$ cat src/rtl/elevator_pkg.sv
// Shared definitions for the elevator request controller: floor geometry,
// next_stage encoding, door timing default, controller states and the
// target-floor selection helper.
package elevator_pkg;

    localparam int NUM_FLOORS = 4;
    localparam int FLOOR_W = 2;
    localparam int DOOR_TIME_DEF = 10;

    // next_stage = {valid, floor}; all-zero means "no request"
    localparam int NS_VALID = 2;
    localparam logic [2:0] NS_NONE = 3'b000;

    // seconds counter saturates here instead of wrapping
    localparam logic [3:0] CLOCK_MAX = 4'd15;

    typedef enum logic [1:0] {
        ST_IDLE     = 2'd0,
        ST_DISPATCH = 2'd1,
        ST_MOVING   = 2'd2,
        ST_DOOR     = 2'd3
    } ctrl_state_e;

    // Nearest pending floor in the preferred direction, falling back to the
    // nearest in the opposite direction. Within one direction every candidate
    // has a distinct distance, so no tie can arise between them.
    function automatic logic [2:0] pick_target(
        input logic [NUM_FLOORS-1:0] pend,
        input logic [FLOOR_W-1:0]    here,
        input logic                  up
    );
        logic [2:0] up_cand;
        logic [2:0] dn_cand;
        up_cand = NS_NONE;
        dn_cand = NS_NONE;
        // scanning downward leaves the lowest floor above 'here'
        for (int f = NUM_FLOORS - 1; f >= 0; f--) begin
            if (pend[f] && (f > int'(here))) begin
                up_cand = {1'b1, 2'(f)};
            end
        end
        // scanning upward leaves the highest floor below 'here'
        for (int f = 0; f < NUM_FLOORS; f++) begin
            if (pend[f] && (f < int'(here))) begin
                dn_cand = {1'b1, 2'(f)};
            end
        end
        if (up) begin
            return up_cand[NS_VALID] ? up_cand : dn_cand;
        end
        return dn_cand[NS_VALID] ? dn_cand : up_cand;
    endfunction

endpackage

$ cat src/rtl/elevator_sec_counter.sv
// Saturating seconds counter with a clear handshake. A clear request wipes
// the count (a coincident tick is dropped) and is acknowledged once per
// rising edge of reset_clock.
module elevator_sec_counter
    import elevator_pkg::*;
(
    input  logic       clk,
    input  logic       reset,
    input  logic       tick_1s,
    input  logic       reset_clock,
    output logic [3:0] actual_clock,
    output logic       DoneResetClock
);

    logic clear_d_reg;

    // count seconds, clear on request, acknowledge each new clear request
    always_ff @(posedge clk) begin
        if (!reset) begin
            actual_clock   <= 4'd0;
            DoneResetClock <= 1'b0;
            clear_d_reg    <= 1'b0;
        end else begin
            clear_d_reg    <= reset_clock;
            DoneResetClock <= reset_clock & ~clear_d_reg;
            if (reset_clock) begin
                actual_clock <= 4'd0;
            end else if (tick_1s && (actual_clock != CLOCK_MAX)) begin
                actual_clock <= actual_clock + 4'd1;
            end
        end
    end

endmodule

$ cat src/rtl/elevator_req_ctrl.sv
// Elevator request controller: latches hall calls, opens the door on
// arrival at a called floor, proposes the next target while the door is
// open, and commands restarts toward outstanding calls.
module elevator_req_ctrl
    import elevator_pkg::*;
#(
    parameter int DOOR_TIME = DOOR_TIME_DEF
) (
    input  logic       clk,
    input  logic       reset,
    input  logic       tick_1s,
    input  logic [3:0] floor_btn,
    input  logic       reset_clock,
    input  logic       Delay,
    input  logic       FR_Delay,
    input  logic [1:0] Actual_Stage,
    input  logic       UD_Answer,
    input  logic       STOP,
    output logic [3:0] actual_clock,
    output logic       DoneResetClock,
    output logic       DoneDelay,
    output logic       DoneFRDelay,
    output logic [2:0] next_stage,
    output logic       OC_Request,
    output logic       UD_Request,
    output logic       NO_STOP,
    output logic [3:0] pending
);

    ctrl_state_e state_reg, state_next;
    logic        delay_d_reg, fr_d_reg;
    logic        delay_edge, fr_edge;
    logic [3:0]  here_mask;
    logic [3:0]  clr_mask;
    logic        others_pending, any_above;
    logic [2:0]  target;
    logic [3:0]  pending_next;
    logic [2:0]  ns_next;
    logic        oc_next, ud_next, nostop_next;

    elevator_sec_counter u_sec_counter (
        .clk            (clk),
        .reset          (reset),
        .tick_1s        (tick_1s),
        .reset_clock    (reset_clock),
        .actual_clock   (actual_clock),
        .DoneResetClock (DoneResetClock)
    );

    assign delay_edge     = Delay & ~delay_d_reg;
    assign fr_edge        = FR_Delay & ~fr_d_reg;
    assign here_mask      = 4'b0001 << Actual_Stage;
    assign others_pending = |(pending & ~here_mask);
    assign target         = pick_target(pending, Actual_Stage, UD_Answer);

    // any outstanding call strictly above the cabin decides restart direction
    always_comb begin
        any_above = 1'b0;
        for (int f = 0; f < NUM_FLOORS; f++) begin
            if (pending[f] && (f > int'(Actual_Stage))) begin
                any_above = 1'b1;
            end
        end
    end

    // controller next-state; arrival and proposal-consumed notices override state actions
    always_comb begin
        state_next  = state_reg;
        oc_next     = OC_Request;
        ud_next     = UD_Request;
        nostop_next = NO_STOP;
        ns_next     = next_stage;
        clr_mask    = 4'b0000;

        case (state_reg)
            ST_IDLE: begin
                if (others_pending) begin
                    ud_next     = any_above;
                    nostop_next = 1'b1;
                    oc_next     = 1'b0;
                    state_next  = ST_DISPATCH;
                end else if (|(pending & here_mask)) begin
                    // call for the floor we already stand at: just absorb it
                    clr_mask = here_mask;
                    oc_next  = 1'b1;
                end
            end
            ST_DISPATCH: begin
                nostop_next = 1'b1;
                oc_next     = 1'b0;
                if (!STOP) begin
                    nostop_next = 1'b0;
                    state_next  = ST_MOVING;
                end
            end
            ST_MOVING: begin
                oc_next     = 1'b0;
                nostop_next = 1'b0;
                ns_next     = NS_NONE;
            end
            ST_DOOR: begin
                oc_next = 1'b1;
                // proposals stop once the door hold time is used up
                if ((int'(actual_clock) < DOOR_TIME) && target[NS_VALID]) begin
                    ns_next = target;
                end
                if (STOP) begin
                    state_next = ST_IDLE;
                end
            end
            default: state_next = ST_IDLE;
        endcase

        if (fr_edge) begin
            ns_next = NS_NONE;
        end

        if (delay_edge) begin
            if (pending[Actual_Stage] || floor_btn[Actual_Stage]) begin
                clr_mask   = here_mask;
                oc_next    = 1'b1;
                state_next = ST_DOOR;
            end else begin
                oc_next    = 1'b0;
                state_next = ST_MOVING;
            end
        end

        // a press in the same cycle as service re-arms the call
        pending_next = (pending & ~clr_mask) | floor_btn;
    end

    // register controller state, outputs and handshake acknowledges
    always_ff @(posedge clk) begin
        if (!reset) begin
            state_reg   <= ST_IDLE;
            pending     <= 4'b0000;
            next_stage  <= NS_NONE;
            OC_Request  <= 1'b1;
            UD_Request  <= 1'b1;
            NO_STOP     <= 1'b0;
            DoneDelay   <= 1'b0;
            DoneFRDelay <= 1'b0;
            delay_d_reg <= 1'b0;
            fr_d_reg    <= 1'b0;
        end else begin
            state_reg   <= state_next;
            pending     <= pending_next;
            next_stage  <= ns_next;
            OC_Request  <= oc_next;
            UD_Request  <= ud_next;
            NO_STOP     <= nostop_next;
            DoneDelay   <= delay_edge;
            DoneFRDelay <= fr_edge;
            delay_d_reg <= Delay;
            fr_d_reg    <= FR_Delay;
        end
    end

endmodule

$ cat config.mk
export PLATFORM = sky130hd
export DESIGN_NAME = elevator_req_ctrl
export DESIGN_NICKNAME = d
export VERILOG_FILES = /design/src/rtl/elevator_pkg.sv /design/src/rtl/elevator_sec_counter.sv /design/src/rtl/elevator_req_ctrl.sv
export SDC_FILE = /design/constraint.sdc
export NUM_CORES = 1
export LEC_CHECK = 0
export ABC_AREA = 1
export CORE_MARGIN = 4
export CORE_UTILIZATION = 50
export CTS_CLUSTER_DIAMETER = 50
export DETAILED_ROUTE_END_ITERATION = 10
export GPL_TIMING_DRIVEN = 0
export PLACE_DENSITY_LB_ADDON = 0.08
export SYNTH_ARGS = -nofsm -noshare
export SYNTH_HDL_FRONTEND = slang
export SYNTH_SLANG_ARGS = --single-unit
$ cat constraint.sdc
create_clock -name clk -period 2.7 [get_ports clk]
set_input_delay 0.27 -clock clk [delete_from_list [all_inputs] [get_ports clk]]
set_output_delay 0.27 -clock clk [all_outputs]
set_load 0.005 [all_outputs]
# After elaboration in Yosys (flattened, before gate mapping)
# Cells that the tools add are included.
# totals
regBits,22
# classes
addsub,1
order_cmp,8
n_eq_ne,10
shifts,1
n_mux,39
bitwise_logic,13
reduce_logical,22
# ops
op,n
$mux W3,11
$mux W4,5
$mux W1,13
$and A4 B4 Y4,3
$ne A3 B3 Y1 const B,3
$logic_and A1 B1 Y1,8
$mux W2,4
$ne A4 B4 Y1 const B,2
$not A4 Y4,2
$reduce_or A4 Y1,2
$pmux W1 S3,2
$pmux W2 S3,1
$pmux W3 S2,1
$reduce_and A2 Y1,3
$reduce_or A2 Y1,3
$add A4 B1 Y4 const B,1
$bmux W1 S2,2
$eq A2 B2 Y1 const B,2
$gt A2 B2 Y1 const A,2
$lt A1 B2 Y1 const A,2
$lt A4 B4 Y1 const B,1
$ne A2 B2 Y1 const B,2
$not A1 Y1,4
$or A4 B4 Y4,1
other kinds (12),14

# Longest topological paths before layout
# Gate-level depths: netlist of run 1.
# logic_depth
depth_word,11
depth_mapped,12
depth_no_buf,11

# By module
# A second synthesis of run 1 with hierarchy kept.
# hier_totals
cells_unflattened,190
hier_area_um2,1239.9
# modules_own_cells
module,instances,cells_per_inst,area_per_inst_um2,seq_area_each_um2
elevator_req_ctrl,1,154,962.2,320.3
elevator_sec_counter,1,36,277.8,120.1

# Worst setup path before layout of run 1
# OpenSTA, ideal clock, no wires.
# synth_path
path_type,input-to-reg
startpoint,input Actual_Stage[0]
endpoint,register pending[2]
setup_ns,0.122
arrival_time_ns,1.102
required_time_ns,2.578
setup_slack_ns,1.476
stages,7
n_path_buf,1
path_cell_list,buf_4 > o21ai_2 > nand2_2 > nor2_4 > nand3_1 > nand3_1 > a21oi_1
# synth_between
elab_chain_cells,11
word_cells_on_any_way,19
classes_between,1 x shift; 9 x mux; 6 x bitwise; 3 x reduce/logical
# synth_rtl
element,line_no,text
from (decl),elevator_req_ctrl.sv:16,"input logic [1:0] Actual_Stage,"
$shl A1 B2 Y4,elevator_req_ctrl.sv:52,assign here_mask = 4'b0001 << Actual_Stage;
$and A4 B4 Y4 / $not A4 Y4 (equally long branches),"elevator_req_ctrl.sv:82, elevator_req_ctrl.sv:53",
$reduce_or A4 Y1 / $and A4 B4 Y4 (equally long branches),"elevator_req_ctrl.sv:82, elevator_req_ctrl.sv:53",
$mux W4 / $reduce_or A4 Y1 (equally long branches),"elevator_req_ctrl.sv:82, elevator_req_ctrl.sv:53",
$mux W4,elevator_req_ctrl.sv:77,if (others_pending) begin
$mux W4,elevator_req_ctrl.sv:75,case (state_reg)
$mux W4,elevator_req_ctrl.sv:119,if (pending[Actual_Stage] || floor_btn[Actual_Stage]) begin
$mux W4 (*),elevator_req_ctrl.sv:118,if (delay_edge) begin
$not A4 Y4 (*),elevator_req_ctrl.sv:130,pending_next = (pending & ~clr_mask) | floor_btn;
$and A4 B4 Y4 (*),elevator_req_ctrl.sv:130,
$or A4 B4 Y4 (*),elevator_req_ctrl.sv:130,
to (signal assigned),elevator_req_ctrl.sv:148,pending <= pending_next;
to (decl),elevator_req_ctrl.sv:27,output logic [3:0] pending
# Every way passes the cells marked *; elsewhere a longest branch is shown, timed or not. The select of a mux whose other input is x is not followed.
# A chain may end at the register's enable or synchronous reset.

# Final worst setup path of run 1
# layout_path
startpoint,register pending[1]
endpoint,output pending[1]
# No word-level cell between the ends.

==> impl_metrics.tcl, run 1 <==
set metrics [dict create \
    outcome "complete, no violations" \
    seq_area_um2 440.4 \
    cts_sinks 22 \
    worstHoldPathType "in -> reg" \
    cp_num_buf_inv 1 \
    slew_headroom_pct 77.83 \
    final_cell_mix "nand2_1, clkdlybuf4s50_1, dfxtp_1, inv_1, nor2_1" \
    numCtsBuffers 3 \
    yosys_warnings 0 \
    holdBufCountCts 0 \
    netlist_instances 169 \
    fp.dieW_um 55.56 \
    nNetsFinal 218 \
    vias_per_cell 5.162 \
    hold_depth 4 \
    synth_cell_types 22 \
    cp-start-kind "flip-flop" \
    first_global_vias 1162 \
    num_io_pins 31 \
    ys_seq_area_share_pct 38.94 \
    fmax_ghz 0.6101 \
    critical-path-max-stage-delay_ps 570 \
    slew_viol_final 0 \
    synth_area_per_cell_um2 6.693 \
    setup_tns_ps 0 \
    ff2ff_path_depth 6 \
    critPathTopFamily "buffers and inverters" \
    fin_util_pct 73.12 \
    gp_congestion 0.8072 \
    ctsResizeCount 0 \
    ant_nets 0 \
    finalClockSkew_ps 2.568 \
    crit_path_max_fanout 7 \
    start_util_pct 54.85 \
    postCtsSetupRepairBufs 0 \
    numPortBuffers 29 \
    period_share_pct 60.71 \
    clk_pin_slew_ps 120 \
    rsz0062_at_grt "no" \
    drc 0 \
    cts.path.max_buffers 2 \
    diodes 0 \
    worst-endpoint-arrival_ps 1370 \
    insertion_delay_ps 310 \
    grt_overflow 0 \
    worst_pin_slew_ps 329.0 \
    design.die.area_um2 3087 \
    die_h_um 55.56 \
    grt_start_max_net_pins 14 \
    firstDrtPassIters 4 \
    via_count 1182 \
    core_um2 2062 \
    drt-total-wl_um 2793 \
    grt_pass1_wl_um 4816 \
    dpl.hpwl_um 2196 \
    crit_type "reg -> out" \
    cpMaxStageDelayCell "clkdlybuf4s50_1" \
    min_period_ps 1639 \
    r2r-end "u_sec_counter.actual_clock[3]" \
    synth_seq_cells 22 \
    leakage_nw 0.7198 \
    reg2reg_from "u_sec_counter.actual_clock[1]" \
    syn_nets 184 \
    rows 16 \
    layout-drive-gt1-share_pct 9.901 \
    cts_tree "built" \
    grt_usage_pct 18.86 \
    antenna_found_initial 0 \
    drtIter0Drc 39 \
    crit_path_end_kind "primary output" \
    vdd_ir_drop_max_mv 0.4434 \
    drv_cap 0 \
    fillerInstances 178 \
    syn_area_um2 1131 \
    multi_input_area_um2 589.3 \
    clockRootBuffer "clkbuf_4" \
    final_common_cell "nand2_1" \
    reg2reg_slack_ps 1390 \
    setup_viol 0 \
    h-tree-depth 1 \
    areaGrowthSynthToFinish_pct 33.30 \
    cellPowerDensity_nw_per_um2 535.3 \
    hold_end "pending[3]" \
    largestRegisters "pending: 4 flops, u_sec_counter.actual_clock: 4 flops, next_stage: 3 flops" \
    hold_viol 0 \
    required_ps 2430 \
    avgRoutedWirePerCell_um 12.20 \
    worstHoldStart "Actual_Stage[0]" \
    cp_cell_sequence "clkdlybuf4s50_1" \
]
[through the flow]
stage / area (µm²) / setup WS (ps) / std cells / power, mW / hold slack (ps)
after floorplan: 1131 / 1476 / 169 / 0.4802 / 354.2
after global placement: 1455 / 921.0 / 225 / 0.5517 / 372.4
after detailed placement: 1455 / 878.2 / 225 / 0.5603 / 400.8
after CTS: 1508 / 1072 / 229 / 0.8099 / 399.6
after global routing: 1508 / 1022 / 229 / 0.8472 / 441.9
final: 1508 / 1061 / 229 / 0.8071 / 405.4
[Yosys cell counts]
master	n	share of area (%)
o21a_1	1	0.66
dfxtp_1	22	39
nand2_1	41	14
o21ai_2	2	1.5
a31oi_1	1	0.55
nor2_1	20	6.6
buf_4	1	0.66
a21oi_1	15	6.6
nor3_1	1	0.44
nand2_2	7	3.9
nor3b_1	2	1.3
nand4_1	2	1.1
a31o_2	1	0.77
nand3_1	18	8.0
nor2_4	1	1.0
o21ai_0	6	2.7
ha_1	1	1.1
buf_6	1	1.0
nor2_2	2	1.1
o22ai_1	1	0.55
inv_1	22	7.3
or2_2	1	0.55
[tightest hold or removal path, stage by stage]
cell,delay [ps]
buf_4,150
nand2_1,80
a21oi_1,60
a21oi_1,120
[routing by layer]
layer,wire (µm),GRT usage [%],vias to the layer above,share of wire (%)
met1,1152,22.19,535,41
met4,0,5.556,0,0
met5,0,0,-,0
li1,-,-,608,-
met2,1456,32.94,39,52
met3,184,5.361,0,6.6
[power by group]
part	leakage, nW	internal (mW)	switching, mW
clock network	0.0279	0.150	0.101
logic	0.510	0.0874	0.0993
registers	0.182	0.348	0.0211
total	0.720	0.585	0.222
[cell families after synthesis]
logic type               share of synthesized area [%]
AO/OA/AOI/OAI                                    13.39
flip-flops                                       38.94
adder cells (fa/ha/maj)                          1.106
buffers and inverters                            8.960
AND/OR/NAND/NOR                                  37.61
[worst max-delay path by stage]
stage / startpoint / to / cells after the start
2_1_floorplan: Actual_Stage[0] / pending[2] / 7
3_5_place_dp: Actual_Stage[1] / state_reg[0] / 9
4_1_cts: pending[1] / pending[1] / 1
3_3_place_gp: Actual_Stage[1] / pending[2] / 9
5_1_grt: Actual_Stage[1] / pending[0] / 9
6_report: pending[1] / pending[1] / 1
[layout make-up]
class | count | share of cell area (%)
Buffer | 2 | 1.245
Inverter | 22 | 5.477
Multi-Input combinational cell | 123 | 39.09
Clock inverter | 1 | 1.992
Timing Repair Buffer | 29 | 19.25
Sequential cell | 22 | 29.21
Clock buffer | 3 | 1.494
Tap cell | 27 | 2.241
Note: power is estimated with default switching activity, not from simulation.
==> run 2: changes to the inputs <==
CORE_UTILIZATION = 42   (was 50)
clock period = 1.4 ns   (was 2.7 ns; I/O delays follow)
==> run 2 against run 1 <==
Against the previous run:
- register-to-register slack worse by 1200 ps
- final area up 1.6%
- power up 68%
- non-clock buffer count up 1
- critical path depth unchanged
- first-iteration DRC count down 2.6%
- die area up 16%
- critical endpoint unchanged
- highest routed layer is now met4
==> impl_metrics.tcl, run 2 (synthesized netlist as in run 1, its figures left out) <==
set metrics [dict create \
    outcome "complete, no violations" \
    die_h_um 59.90 \
    drt-total-wl_um 2544 \
    grt_usage_pct 15.45 \
    rows 18 \
    firstDrtPassIters 4 \
    cp-start-kind "flip-flop" \
    setup_tns_ps 0 \
    leakage_nw 0.7369 \
    setup_viol 0 \
    critical-path-max-stage-delay_ps 500 \
    layout-drive-gt1-share_pct 16.34 \
    grt_pass1_wl_um 4284 \
    design.die.area_um2 3587 \
    grt_start_max_net_pins 12 \
    hold_depth 4 \
    crit_type "reg -> out" \
    core_um2 2522 \
    via_count 1144 \
    numPortBuffers 29 \
    worstHoldPathType "in -> reg" \
    slew_headroom_pct 73.73 \
    hold_slack_ps 278.9 \
    worst-endpoint-arrival_ps 1200 \
    num_io_pins 31 \
    reg2reg_slack_ps 180 \
    grt_overflow 0 \
    start_util_pct 44.84 \
    hold_viol 0 \
    drtIter0Drc 38 \
    worstHoldStart "Actual_Stage[0]" \
    crit_path_end_kind "primary output" \
    stdcell_area_um2 1531 \
    antenna_found_initial 0 \
    fin_util_pct 60.71 \
    fp.dieW_um 59.90 \
    slew_viol_final 0 \
    drv_cap 0 \
    insertion_delay_ps 300 \
    period_share_pct 95.50 \
    cp_num_buf_inv 1 \
    vdd_ir_drop_max_mv 0.5794 \
    worst_pin_slew_ps 390.0 \
    holdBufCountCts 0 \
    diodes 0 \
    crit_path_max_fanout 6 \
    place_area_um2 1459 \
    cp_cell_sequence "clkdlybuf4s50_1" \
    nNetsFinal 219 \
    cts.path.max_buffers 2 \
    cellPowerDensity_nw_per_um2 883.0 \
    final_cell_mix "nand2_1, clkdlybuf4s50_1, inv_1, nor2_1, nand3_1" \
    drc 0 \
    hold_end "pending[3]" \
    required_ps 1260 \
    ff2ff_path_depth 6 \
    clk_pin_slew_ps 120 \
    largestRegisters "pending: 4 flops, u_sec_counter.actual_clock: 4 flops, next_stage: 3 flops" \
    reg2reg_from "pending[0]" \
    vias_per_cell 4.931 \
    critPathTopFamily "buffers and inverters" \
    fillerInstances 247 \
    numCtsBuffers 3 \
    ant_nets 0 \
    dpl.hpwl_um 2013 \
    fmax_ghz 0.7480 \
    dpl.cell_count 228 \
    fin_cells 232 \
    cts_sinks 22 \
    rsz0062_at_grt "no" \
    h-tree-depth 1 \
    finalClockSkew_ps 8.712 \
    clockRootBuffer "clkbuf_4" \
    gp_congestion 0.7970 \
    final_common_cell "nand2_1" \
    areaGrowthSynthToFinish_pct 35.40 \
    min_period_ps 1337 \
    cts_tree "built" \
    first_global_vias 1050 \
    r2r-end "state_reg[0]" \
    cpMaxStageDelayCell "clkdlybuf4s50_1" \
    avgRoutedWirePerCell_um 10.97 \
]
==> run 2: power breakdown <==
part           internal (mW)  leakage, nW  switching, mW
sequential             0.668        0.186         0.0375
clock                  0.100       0.0138          0.184
combinational          0.173        0.537          0.190
==> run 2: repair_timing <==
action | in CTS | in global routing
cloned | 0 | 0
gates resized for setup | 5 | 15
pin swaps | 0 | 1
hold endpoints to repair | 0 | 0
setup buffers | 0 | 1
endpoints found under the setup margin | 5 | 16
==> run 2: per-stage QoR <==
step,power (mW),setup WS (ps)
after CTS,1.363,1.564
after floorplan,0.9261,235.3
after global routing,1.453,0.7334
after global placement,1.069,-306.4
final,1.352,63.01
after detailed placement,1.076,-302.9
==> run 2: how the worst max path moves through the flow <==
stage                                       start                            end  slack (ps)  depth (start not counted)
finish                                 pending[1]                     pending[1]          60                          1
global route                           pending[1]                     pending[1]         0.7                          1
CTS                                    pending[2]                     pending[2]           2                          1
detailed placement                Actual_Stage[1]                     pending[0]        -300                          9
global placement                  Actual_Stage[1]                     pending[0]        -310                          9
floorplan           u_sec_counter.actual_clock[1]  u_sec_counter.actual_clock[3]         240                          6
==> run 2: per-layer routing <==
layer	part of all wire (%)	wire (µm)	global-route usage [%]
met5	0	0	0
met4	1.3	34	5.696
met3	5.1	129	2.592
met2	50	1272	26.85
met1	44	1108	18.87
==> run 2: final cells by class <==
type                            count  area (µm²)  area share, %
Timing Repair Buffer               30       302.8          19.77
Clock buffer                        3       22.52          1.471
Inverter                           22       82.58          5.392
Multi-Input combinational cell    123       604.3          39.46
Sequential cell                    22       462.9          30.23
Buffer                              2       18.77          1.225
Tap cell                           30       37.54          2.451
==> run 3: changes to the inputs <==
CORE_MARGIN = 5   (was 4)
==> run 3 against run 2 <==
Against the previous run:
- wire length fell by 0.39%
- count of clock-buffer cells in the layout up 1
- global-route usage down 0.98 points
- die area increased by 6.8%
- power increased by 4.8%
- largest cell class unchanged
- highest routed layer unchanged
==> impl_metrics.tcl, run 3 (synthesized netlist as in run 1, its figures left out) <==
set metrics [dict create \
    fin_util_pct 60.57 \
    crit_type "reg -> out" \
    worstHoldStart "Actual_Stage[0]" \
    nNetsFinal 218 \
    min_period_ps 1350 \
    slew_headroom_pct 75.07 \
    critical-path-max-stage-delay_ps 500 \
    critPathTopFamily "buffers and inverters" \
    die_h_um 61.90 \
    holdBufCountCts 0 \
    drt-total-wl_um 2534 \
    cp_num_buf_inv 1 \
    numPortBuffers 29 \
    fp.dieW_um 61.90 \
    multi_input_area_um2 596.8 \
    crit_path_end_kind "primary output" \
    grt_overflow 0 \
    worst-endpoint-arrival_ps 1210 \
    numCtsBuffers 3 \
    cellPowerDensity_nw_per_um2 927.4 \
    grt_usage_pct 14.46 \
    first_global_vias 1043 \
    setup_viol 0 \
    hold_depth 4 \
    hold_slack_ps 268.3 \
    fin_cells 232 \
    areaGrowthSynthToFinish_pct 35.07 \
    drc 0 \
    cp_cell_sequence "clkdlybuf4s50_1" \
    reg2reg_slack_ps 130 \
    worst_pin_slew_ps 370.0 \
    reg2reg_from "state_reg[1]" \
    vdd_ir_drop_max_mv 0.5245 \
    dpl.hpwl_um 2018 \
    avgRoutedWirePerCell_um 10.92 \
    required_ps 1260 \
    design.die.area_um2 3831 \
    final_common_cell "nand2_1" \
    cp-start-kind "flip-flop" \
    clockRootBuffer "clkbuf_4" \
    core_um2 2522 \
    via_count 1166 \
    period_share_pct 96.45 \
    num_io_pins 31 \
    finalClockSkew_ps 10.69 \
    postCtsSetupRepairBufs 0 \
    vias_per_cell 5.026 \
    cts_tree "built" \
    fillerInstances 241 \
    drtIter0Drc 65 \
    rsz0062_at_grt "no" \
    fmax_ghz 0.7406 \
    cts.path.max_buffers 2 \
    cpMaxStageDelayCell "clkdlybuf4s50_1" \
    crit_path_max_fanout 7 \
    seq_area_um2 460.4 \
    largestRegisters "pending: 4 flops, u_sec_counter.actual_clock: 4 flops, next_stage: 3 flops" \
    start_util_pct 44.84 \
    worstHoldPathType "in -> reg" \
    grt_pass1_wl_um 4153 \
    ff2ff_path_depth 5 \
    leakage_nw 0.7365 \
    drv_cap 0 \
    antenna_found_initial 0 \
    hold_end "pending[1]" \
    firstDrtPassIters 4 \
    ant_nets 0 \
    layout-drive-gt1-share_pct 15.35 \
    h-tree-depth 1 \
    gp_congestion 0.8077 \
    hold_viol 0 \
    cts_sinks 22 \
    rows 18 \
    slew_viol_final 0 \
    insertion_delay_ps 310 \
    outcome "complete, no violations" \
    clk_pin_slew_ps 130 \
    final_cell_mix "nand2_1, clkdlybuf4s50_1, inv_1, nor2_1, nand3_1" \
    dpl.cell_count 228 \
    r2r-end "state_reg[0]" \
    diodes 0 \
    grt_start_max_net_pins 13 \
]
run 3: cell count changes in the layout (fill, tap and decap cells not counted):
cell      change
nor3b_1       +1
nor2_1        +1
buf_4         -1
nor2_2        -1
dfxtp_4       -1
clkbuf_8      +1
nor3b_2       -1
dfxtp_2       +1
run 3: final cells by class:
class,instances,share of cell area (%)
clock buffers,4,2.375
multi-input cells,123,39.07
well taps,30,2.457
flip-flops and latches,22,30.14
plain buffers,2,1.228
inverters,22,5.405
repair buffers,29,19.33
run 3: power breakdown:
part	switching [mW]	internal, mW
Clock	0.196	0.159
Sequential	0.0374	0.669
Combinational	0.187	0.169
run 3: worst register-to-register path, cell delays in order, from the launching register on:
cell     delay [ps]
dfxtp_1         380
nor2_1          270
inv_1           130
nor2_1          200
o21ai_0         100
a21oi_1         130
run 3: how the worst max path moves through the flow:
stage	startpoint	endpoint	slack, ps	cells after the start
floorplan	u_sec_counter.actual_clock[1]	u_sec_counter.actual_clock[3]	240	6
global placement	Actual_Stage[1]	pending[0]	-310	9
detailed placement	Actual_Stage[1]	pending[0]	-320	9
CTS	pending[0]	pending[0]	9	1
global route	pending[1]	pending[1]	5	1
finish	pending[1]	pending[1]	50	1
run 3: through the flow:
stage / setup TNS [ps] / setup slack, ps / instance area [µm²] / total power, mW
after global placement: -3346 / -306.4 / 1459 / 1.069
final: 0 / 49.73 / 1528 / 1.417
after global routing: 0 / 4.620 / 1528 / 1.506
after detailed placement: -3669 / -318.4 / 1459 / 1.076
after CTS: 0 / 8.778 / 1503 / 1.429
after floorplan: 0 / 235.3 / 1131 / 0.9261
run 3: what timing repair did:
action / in CTS / in global routing
gates cloned: 0 / 0
pin swaps: 0 / 0
endpoints found under the setup margin: 4 / 19
hold endpoints to repair: 0 / 0
gates resized for setup: 5 / 12
run 3: metal layers:
layer | GRT usage [%] | wire (µm) | vias up
met5 | 0 | 0 | -
met4 | 6.061 | 24 | 0
met3 | 2.893 | 140 | 2
met2 | 25.71 | 1257 | 28
met1 | 16.79 | 1111 | 524
li1 | - | - | 612
==> patch (flow settings as in run 2) <==
Encoding of `ctrl_state_e`: now one-hot (4 bits for 4 states).
--- a/src/rtl/elevator_pkg.sv
+++ b/src/rtl/elevator_pkg.sv
@@ -14,11 +14,11 @@
     // seconds counter saturates here instead of wrapping
     localparam logic [3:0] CLOCK_MAX = 4'd15;
 
-    typedef enum logic [1:0] {
-        ST_IDLE     = 2'd0,
-        ST_DISPATCH = 2'd1,
-        ST_MOVING   = 2'd2,
-        ST_DOOR     = 2'd3
+    typedef enum logic [3:0] {
+        ST_IDLE     = 4'b0001,
+        ST_DISPATCH = 4'b0010,
+        ST_MOVING   = 4'b0100,
+        ST_DOOR     = 4'b1000
     } ctrl_state_e;
 
     // Nearest pending floor in the preferred direction, falling back to the
Formal check against the unedited RTL: no difference found for any inputs over 10 cycles, from zero or initial values and one cycle with reset low; not proved beyond that.
==> patch against run 2 <==
Total power up 37%; wire length up 22%; sequential cell count up 2; cell area up 17%; highest routed layer unchanged; synthesized cell count up 18%; critical path type unchanged; clock skew up 1.2 ps; worst setup slack worse by 15 ps; synthesized area up 18%.
==> patch: results (changes against run 2) <==
Run status
  – Status: finished, final reports clean (unchanged)

Drt
  – Met3 WL: 145 um (was 129 um)
  – Via Count: 1368 (was 1144)
  – Number of vias per cell: 4.97 (was 4.93)
  – Met1 WL: 1490 um (was 1110 um)
  – WL met2: 1430 um (was 1270 um)
  – Detailed Route WL: 3100 um (was 2540 um)
  – Detailed Route Iter0 Violations: 74 (was 38)

Placed design
  – Placed wire-length estimate: 2450 um (was 2010 um)
  – Placed Cells: 271 (was 228)
  – Gpl congestion: 0.832 (was 0.797)
  – Number of port buffers: 28 (was 29)
  – Post-Place Worst Slack: -316 ps (was -303 ps)
  – Placed Instance Area: 1670 sq um (was 1460 sq um)

Global routing
  – Global Route Usage Sum: 15.5% (was 15.4%)
  – Number of global-route vias before repair: 1194 (was 1050)
  – Met1 usage: 20.2% (was 18.9%)
  – Initial antenna violation count: 0 (unchanged)
  – Routing usage on met3: 2.77% (was 2.59%)
  – Pin count of the biggest net entering global routing: 15 (was 12)

Synthesis
  – Post-synth top cells: nand2_1 (48), nand3_1 (26), nor2_1 (25) (was nand2_1 (41), dfxtp_1 (22), inv_1 (22))
  – Sequential share of the synthesized area: 35.9% (was 38.9%)
  – Top post-synthesis cells by area: dfxtp_1 (36%), nand2_1 (13%), nand3_1 (9.7%) (was dfxtp_1 (39%), nand2_1 (14%), nand3_1 (8.0%))
  – Syn_nets: 214 (was 184)
  – Synth Instances: 199 (was 169)
  – Yosys cell types: 26 (was 22)

Layout
  – Invs w/o clock: 24 (was 22)
  – Layout cells sized above 1: 18.2% (was 16.3%)
  – Clock tree cell share of total cell area: 2.93% (was 1.47%)
  – Final Cell Area: 1790 sq um (was 1530 sq um)
  – Non-clock buffer count: 31 (was 32)
  – Non-clk buf share: 17.7% (was 21.0%)
  – FILL cells: 313 (was 247)
  – Multi-input logic portion of the cell area: 42.9% (was 39.5%)
  – NumNets Final: 247 (was 219)
  – Register area: 508 sq um (was 463 sq um)
  – Multi-input comb cells: 148 (was 123)

Pwr
  – P_comb: 0.537 mW (was 0.363 mW)
  – Switch share: 31.0% (was 30.4%)
  – LEAKAGE: 0.879 nW (was 0.737 nW)
  – Cell-internal power: 1.28 mW (was 0.941 mW)
  – Max VDD drop: 0.528 mV (was 0.579 mV)
  – Clk. pwr: 0.507 mW (was 0.284 mW)

Critical path
  – Slowest stage delay, CP: 500 ps (about the same)
  – Worst-path fanout max: 7 (was 6)

STA
  – Skew final: 9.91 ps (was 8.71 ps)

Clocking
  – Gates resized, CTS repair: 9 (was 5)
  – Clock sink count: 24 (was 22)
  – Later-pin clock latency in the skew report: 320 ps (was 300 ps)
==> patch: logic make-up after synthesis <==
| group | count (synthesis) | synth area share [%] |
|---|---|---|
| and+or+nand+nor | 120 | 43.2 |
| AOI/OAI and AO/OA | 27 | 11.1 |
| buffers and inverters | 27 | 8.79 |
| DFF | 24 | 35.9 |
| adders and majority gates | 1 | 0.935 |
==> patch: path summary, 6_finish.rpt <==
| kind | from | endpoint | slack [ps] | depth (start not counted) |
|---|---|---|---|---|
| min | reset | UD_Request$_SDFFE_PN1P_ | 100 | 2 |
| max | u_sec_counter.actual_clock[2]$_SDFFE_PP0P_ | actual_clock[2] | 50 | 1 |
| max reg2reg | state_reg[3]$_SDFFE_PN0P_ | next_stage[1]$_SDFFE_PP0P_ | 80 | 8 |
| min reg2reg | u_sec_counter.clear_d_reg$_SDFF_PN0_ | u_sec_counter.DoneResetClock$_SDFF_PN0_ | 390 | 1 |
